==> src/rtl/clock_adjust_ctrl_if.sv <==
// Button and display bundle between the time-setting controller and the clock datapath.
// Pulses (MODE, SELECT, tick, INC) are one clk cycle wide; ADJUST and sig2hz are levels.
interface clock_adjust_ctrl_if #(
  parameter int NFIELD = 3
);
  localparam int FW = $clog2(NFIELD);

  logic              tick;
  logic              sig2hz;
  logic              MODE;
  logic              SELECT;
  logic              ADJUST;
  logic [NFIELD-1:0] INC;
  logic [NFIELD-1:0] ON;
  logic              ADJMODE;
  logic [FW-1:0]     FIELD;

  modport master (
    output tick, sig2hz, MODE, SELECT, ADJUST,
    input  INC, ON, ADJMODE, FIELD
  );

  modport slave (
    input  tick, sig2hz, MODE, SELECT, ADJUST,
    output INC, ON, ADJMODE, FIELD
  );
endinterface

==> src/rtl/clock_adjust_ctrl.sv <==
// Time-setting controller: NORM / ADJ(k) field selection, increment pulses, blink gate, timeout.
// Define CLKADJ_AUTOREPEAT_EN to build the hold-to-repeat logic; otherwise INC fires on presses only.
module clock_adjust_ctrl #(
  parameter int NFIELD      = 3,
  parameter int TIMEOUT     = 3000,
  parameter int REPEAT_DLY  = 50,
  parameter int REPEAT_RATE = 10
) (
  input  logic                 clk,
  input  logic                 rst,
  clock_adjust_ctrl_if.slave   bus
);
  localparam int FW = $clog2(NFIELD);
  localparam int TW = $clog2(TIMEOUT + 1);

  if (NFIELD < 2 || TIMEOUT < 1 || REPEAT_DLY < 1 || REPEAT_RATE < 1) begin : g_param_check
    $error("clock_adjust_ctrl: parameter out of range");
  end

  typedef enum logic {ST_NORM = 1'b0, ST_ADJ = 1'b1} mode_e;

  mode_e             mode_q, mode_d;
  logic [FW-1:0]     field_q, field_d;
  logic [NFIELD-1:0] inc_q, inc_d;
  logic              adj_q, adj_d;
  logic [TW-1:0]     to_q, to_d;

  logic in_adj;
  logic rise;
  logic timeout;
  logic hold_ok;
  logic repeat_fire;

  assign in_adj  = (mode_q == ST_ADJ);
  assign rise    = bus.ADJUST & ~adj_q;
  assign timeout = in_adj & ~bus.MODE & ~bus.SELECT & bus.tick & (to_q == TW'(TIMEOUT - 1));
  // The selected field survives this cycle: only then may it increment.
  assign hold_ok = in_adj & ~bus.MODE & ~bus.SELECT & ~timeout;

  always_comb begin
    mode_d  = mode_q;
    field_d = field_q;
    if (!in_adj) begin
      if (bus.MODE) begin
        mode_d  = ST_ADJ;
        field_d = '0;
      end
    end else if (bus.MODE || timeout) begin
      mode_d  = ST_NORM;
      field_d = '0;
    end else if (bus.SELECT) begin
      field_d = (field_q == FW'(NFIELD - 1)) ? '0 : field_q + 1'b1;
    end
  end

  // Entering adjust forgets the held button so a press already down counts as a rise.
  assign adj_d = (!in_adj && bus.MODE) ? 1'b0 : bus.ADJUST;

  always_comb begin
    to_d = to_q;
    if (!in_adj || bus.MODE || bus.SELECT || bus.ADJUST || timeout) begin
      to_d = '0;
    end else if (bus.tick) begin
      to_d = to_q + 1'b1;
    end
  end

`ifdef CLKADJ_AUTOREPEAT_EN
  localparam int RC_MAX = (REPEAT_DLY > REPEAT_RATE) ? REPEAT_DLY : REPEAT_RATE;
  localparam int RCW    = $clog2(RC_MAX + 1);

  typedef enum logic {PH_DELAY = 1'b0, PH_REPEAT = 1'b1} phase_e;

  phase_e           ph_q, ph_d;
  logic [RCW-1:0]   rc_q, rc_d;

  always_comb begin
    ph_d        = ph_q;
    rc_d        = rc_q;
    repeat_fire = 1'b0;
    if (!hold_ok || !bus.ADJUST || rise) begin
      ph_d = PH_DELAY;
      rc_d = '0;
    end else if (bus.tick) begin
      if ((ph_q == PH_DELAY  && rc_q == RCW'(REPEAT_DLY - 1)) ||
          (ph_q == PH_REPEAT && rc_q == RCW'(REPEAT_RATE - 1))) begin
        repeat_fire = 1'b1;
        ph_d        = PH_REPEAT;
        rc_d        = '0;
      end else begin
        rc_d = rc_q + 1'b1;
      end
    end
  end
`else
  assign repeat_fire = 1'b0;
`endif

  always_comb begin
    inc_d = '0;
    for (int i = 0; i < NFIELD; i++) begin
      inc_d[i] = hold_ok & (rise | repeat_fire) & (field_q == FW'(i));
    end
  end

  always_ff @(posedge clk) begin
    if (rst) begin
      mode_q  <= ST_NORM;
      field_q <= '0;
      inc_q   <= '0;
      adj_q   <= 1'b0;
      to_q    <= '0;
`ifdef CLKADJ_AUTOREPEAT_EN
      ph_q    <= PH_DELAY;
      rc_q    <= '0;
`endif
    end else begin
      mode_q  <= mode_d;
      field_q <= field_d;
      inc_q   <= inc_d;
      adj_q   <= adj_d;
      to_q    <= to_d;
`ifdef CLKADJ_AUTOREPEAT_EN
      ph_q    <= ph_d;
      rc_q    <= rc_d;
`endif
    end
  end

  // Blink gate follows the live ADJUST level so a held field stays lit.
  always_comb begin
    bus.ON = '1;
    for (int i = 0; i < NFIELD; i++) begin
      bus.ON[i] = ~(in_adj & (field_q == FW'(i)) & bus.sig2hz & ~bus.ADJUST);
    end
  end

  assign bus.INC     = inc_q;
  assign bus.ADJMODE = in_adj;
  assign bus.FIELD   = field_q;

endmodule

==> src/flat_wrapper.sv <==
// flat-port wrapper written by rule: the top's interface ports become plain ports
module clock_adjust_ctrl_flat 
#(
  parameter int NFIELD      = 3,
  parameter int TIMEOUT     = 3000,
  parameter int REPEAT_DLY  = 50,
  parameter int REPEAT_RATE = 10
)
  (clk, rst, bus_tick, bus_sig2hz, bus_MODE, bus_SELECT, bus_ADJUST, bus_INC, bus_ON, bus_ADJMODE, bus_FIELD);
  clock_adjust_ctrl_if #(.NFIELD(NFIELD)) bus_i ();
  input  logic clk;
  input  logic rst;
  input wire logic [$bits(bus_i.tick)-1:0] bus_tick;
  input wire logic [$bits(bus_i.sig2hz)-1:0] bus_sig2hz;
  input wire logic [$bits(bus_i.MODE)-1:0] bus_MODE;
  input wire logic [$bits(bus_i.SELECT)-1:0] bus_SELECT;
  input wire logic [$bits(bus_i.ADJUST)-1:0] bus_ADJUST;
  output wire logic [$bits(bus_i.INC)-1:0] bus_INC;
  output wire logic [$bits(bus_i.ON)-1:0] bus_ON;
  output wire logic [$bits(bus_i.ADJMODE)-1:0] bus_ADJMODE;
  output wire logic [$bits(bus_i.FIELD)-1:0] bus_FIELD;
  assign bus_i.tick = bus_tick;
  assign bus_i.sig2hz = bus_sig2hz;
  assign bus_i.MODE = bus_MODE;
  assign bus_i.SELECT = bus_SELECT;
  assign bus_i.ADJUST = bus_ADJUST;
  assign bus_INC = bus_i.INC;
  assign bus_ON = bus_i.ON;
  assign bus_ADJMODE = bus_i.ADJMODE;
  assign bus_FIELD = bus_i.FIELD;
  clock_adjust_ctrl #(.NFIELD(NFIELD), .TIMEOUT(TIMEOUT), .REPEAT_DLY(REPEAT_DLY), .REPEAT_RATE(REPEAT_RATE)) u_core (.clk(clk), .rst(rst), .bus(bus_i));
endmodule
==> config.mk <==
export PLATFORM = sky130hd
export DESIGN_NAME = clock_adjust_ctrl_flat
export DESIGN_NICKNAME = d
export VERILOG_FILES = /design/src/rtl/clock_adjust_ctrl_if.sv /design/src/rtl/clock_adjust_ctrl.sv /design/src/flat_wrapper.sv
export SDC_FILE = /design/constraint.sdc
export NUM_CORES = 1
export LEC_CHECK = 0
export CAP_MARGIN = 10
export CORE_UTILIZATION = 25
export CTS_CLUSTER_DIAMETER = 200
export DETAILED_ROUTE_END_ITERATION = 6
export GPL_TIMING_DRIVEN = 0
export SYNTH_ARGS = -nofsm -noshare
export SYNTH_HDL_FRONTEND = slang
export SYNTH_SLANG_ARGS = --single-unit
==> constraint.sdc <==
create_clock -name clk -period 2.4 [get_ports clk]
set_input_delay 0.48 -clock clk [delete_from_list [all_inputs] [get_ports clk]]
set_output_delay 0.48 -clock clk [all_outputs]
set_load 0.05 [all_outputs]
==> results.py, run 1 <==
metrics = {
    "layout": {
        "fin_nets": 121,
        "fin_cells": 156,
        "drive_gt1_frac": 0.06250,
        "antenna-diode-count": 0,
        "area_growth_syn_to_layout_pct": 26.13,
    },
    "die": {
        "die_area_um2": 3568,
        "start_util": 0.2685,
        "row_count": 20,
        "coreArea_um2": 3103,
        "die_height_um": 59.74,
        "ios": 16,
        "die-width_um": 59.74,
    },
    "drt": {
        "drt-initial-drc-count": 18,
        "finalWirelength_um": 1601,
        "vias_per_cell": 4.577,
        "drt-pass1-iter-count": 4,
        "drt_drc_violations_left": 0,
        "detail-route-antenna-nets": 0,
        "route.detailed.wl_per_inst_um": 10.26,
        "total_via_count_in_the_routed_design": 714,
    },
    "timing": {
        "timing.max_slew.rel_slack": 0.6608,
        "final_hold_viol_count": 0,
        "period_needed_ns": 2.318,
        "finalMaxSlewViolations": 0,
        "fmax_mhz": 431.3,
        "setup-violations-final": 0,
        "worstMarginPinSlew_ns": 0.5072,
        "rsz0062_at_grt": "no",
        "final_clock_skew_ns": 0.001359,
        "period_share": 0.9660,
    },
    "critical_path": {
        "critical_path.reg2reg.endpoint": "u_core.to_q[7]",
        "timing.critical_path.to": "bus_ON[1]",
        "cpMaxStageDelayCell": "dlygate4sd2_1",
        "critical_path_peak_fanout": 4,
        "critical_path.cell_chain": "clkdlybuf4s50_1 -> and3b_1 -> nand3_1 -> dlygate4sd2_1",
        "regToRegStartpoint": "u_core.to_q[3]",
        "max_stage_delay_ns": 0.53,
        "worst-endpoint-required_ns": 1.92,
        "worst-setup-path-type": "in2out",
        "setup.worst_path.start": "bus_ADJUST",
        "r2r_cells": 5,
        "ff2ff_setup_slack_ns": 0.52,
        "critPathCaptureType": "primary output",
        "cp-start-kind": "primary input",
        "worst_ep_arrival_time_ns": 1.84,
    },
    "grt": {
        "grt_first_pass_wirelength_um": 2753,
        "overflow": 0,
        "grt_usage": 0.1070,
        "grt_start_max_net_pins": 11,
        "grt_pass1_vias": 631,
        "antenna_found_initial": 0,
    },
    "placement": {
        "portBuffers": 14,
        "dp.final_hpwl_um": 1190,
        "gp_congestion": 0.7840,
        "post-place-cells": 152,
    },
    "yosys": {
        "yosysTopAreaCellShare": 0.4565,
        "most_common_flop_cell_mapped_by_yosys": "dfxtp_1",
        "yosys_warnings": 0,
        "asyncSetResetFlopFracSynth": 0,
        "mappedNetlistArea_um2": 833.3,
        "top_cell_type_by_total_area_after_synthesis": "dfxtp_1",
        "synth_edf_count": 0,
        "synth_fp_nets": 102,
        "mean_syn_cell_area_um2": 8.865,
        "synth_seq_cells": 19,
        "netlist_top_cells_count": "19 x dfxtp_1, 17 x nor2_1, 8 x nand2_1, 8 x xnor2_1",
        "synth_cell_types": 23,
        "netlist_instances": 94,
        "synth.top_cells.by_area": "dfxtp_1 46%, xnor2_1 8.4%, nor2_1 7.7%",
        "synth_seq_area_share": 0.4565,
        "post-synth-top-count-cell": "dfxtp_1",
    },
    "cts": {
        "cts_tree": "yes",
        "htree_levels": 1,
        "cts_sinks": 19,
        "cts.reportedPaths.clkPinSlew_ns": 0.10,
        "clockRootBuffer": "clkbuf_4",
        "worstSkewPairLatency_ns": 0.30,
        "clk_path_buf_depth": 2,
        "cts_buffer_count": 3,
        "post_cts.repair.setup_buffers": 0,
    },
    "pwr": {
        "total_power_uw": 523.8,
        "total_leakage_power_uw": 0.0003143,
        "intPower_uw": 402.3,
        "p_seq_frac": 0.614,
        "power.share.clock": 0.306,
        "switching_power_share_of_the_total": 0.2321,
        "power_density_nw_per_um2": 498.4,
        "power.switching_uw": 121.6,
        "combinationalPowerShare": 0.079,
        "irDropWorstVdd_v": 0.0002670,
    },
    "hold_path": {
        "worstHoldPathType": "in2reg",
    },
    "job": {
        "max_cap_viol_count": 0,
    },
    "status": {
        "status": "completed",
    },
}
==> final cells by class <==
type,instances,area [um2]
Buffer,2,25.02
Clock buffer,4,26.28
Fill cell,354,2052
Inverter,4,15.01
Multi-Input combinational cell,69,412.9
Sequential cell,19,380.4
Tap cell,44,55.05
Timing Repair Buffer,14,136.4
==> cell usage in the layout, fill, tap and decap left out, types with 4 or more instances in the layout <==
cell and count:
xnor2_1 8, nand2_1 8, nor4_1 4, nor3_1 5, nand3_1 4, nand4_1 5
inv_1 4, clkdlybuf4s50_1 11, nor2_1 17, dfxtp_1 19
==> worst min path at each step <==
stage	startpoint	endpoint	slack (ns)	cells past startpoint
after floorplan	u_core.to_q[11]	u_core.to_q[11]	0.48	2
after global placement	u_core.to_q[1]	u_core.to_q[1]	0.50	2
after detailed placement	u_core.bus.FIELD[1]	u_core.bus.INC[1]	0.52	1
after CTS	bus_tick	u_core.to_q[1]	0.47	3
after global routing	bus_tick	u_core.to_q[1]	0.48	3
final	bus_tick	u_core.to_q[1]	0.48	3
==> state kept, by name, summed over array words and instances (netlist names) <==
name / count
u_core.to_q: 12
u_core.bus.INC: 3
u_core.bus.FIELD: 2
u_core.adj_q: 1
u_core.bus.ADJMODE: 1
==> worst max-delay path: cells and delay by family <==
kind,cells,cell delay (ns)
buffers and inverters,2,1.05
AND/OR/NAND/NOR,2,0.31
==> timing repair <==
| action | in CTS | in global routing |
|---|---|---|
| endpoints found under the setup margin | 3 | 0 |
| hold buffers | 0 | 0 |
| resized for setup | 3 | 0 |
==> per-stage QoR <==
stage / hold WS, ns / TNS, ns / worst slack (ns) / util / cell area (um2)
2_1_floorplan: 0.4844 / 0 / 0.5377 / - / 833.3
3_3_place_gp: 0.5024 / -0.5473 / -0.1926 / 0.3315 / 1028
3_5_place_dp: 0.5175 / -0.5378 / -0.2016 / 0.3315 / 1028
4_1_cts: 0.4668 / 0 / 0.06131 / 0.3387 / 1051
5_1_grt: 0.4776 / 0 / 0.001531 / 0.3387 / 1051
6_report: 0.4812 / 0 / 0.08151 / 0.3387 / 1051
==> cells by family after synthesis <==
group,synth area share
multiplexers,0.01201
adder cells (fa/ha/maj),0.01501
flip-flops,0.4565
AND/OR/NAND/NOR,0.3228
buffers and inverters,0.04804
AO/OA/AOI/OAI,0.03003
XOR/XNOR,0.1156
==> power groups by stage <==
| stage | Clock (uW) | Combinational (uW) | Sequential (uW) |
|---|---|---|---|
| final | 160 | 41.5 | 322 |
| after detailed placement | 0 | 41.7 | 329 |
| after global placement | 0 | 41.6 | 329 |
| after floorplan | 0 | 17.1 | 335 |
| after global routing | 186 | 44.9 | 323 |
| after CTS | 171 | 41.7 | 322 |
==> metal layers <==
layer | vias up | share of wire | global-route usage | wire length (um)
met5 | - | 0 | 0 | 0
met2 | 29 | 0.44 | 0.1651 | 698
li1 | 361 | - | - | -
met4 | 0 | 0.018 | 0.04983 | 29
met1 | 319 | 0.46 | 0.1240 | 729
met3 | 5 | 0.089 | 0.05195 | 143
Note: power is estimated with default switching activity, not from simulation.
==> inputs of run 2 (changes only) <==
--- a/config.mk
+++ b/config.mk
@@ -5,7 +5,7 @@
 export SDC_FILE = /design/constraint.sdc
 export NUM_CORES = 1
 export LEC_CHECK = 0
-export CAP_MARGIN = 10
+export ABC_AREA = 0
 export CORE_UTILIZATION = 25
 export CTS_CLUSTER_DIAMETER = 200
 export DETAILED_ROUTE_END_ITERATION = 6
==> results of run 2 <==
Same layout as run 1: the final DEF is identical, and so are final timing and power.
==> inputs of run 3 (changes only) <==
--- a/config.mk
+++ b/config.mk
@@ -10,6 +10,7 @@
 export CTS_CLUSTER_DIAMETER = 200
 export DETAILED_ROUTE_END_ITERATION = 6
 export GPL_TIMING_DRIVEN = 0
+export SLEW_MARGIN = 20
 export SYNTH_ARGS = -nofsm -noshare
 export SYNTH_HDL_FRONTEND = slang
 export SYNTH_SLANG_ARGS = --single-unit
==> results of run 3 <==
Same layout as run 1: the final DEF is identical, and so are final timing and power.
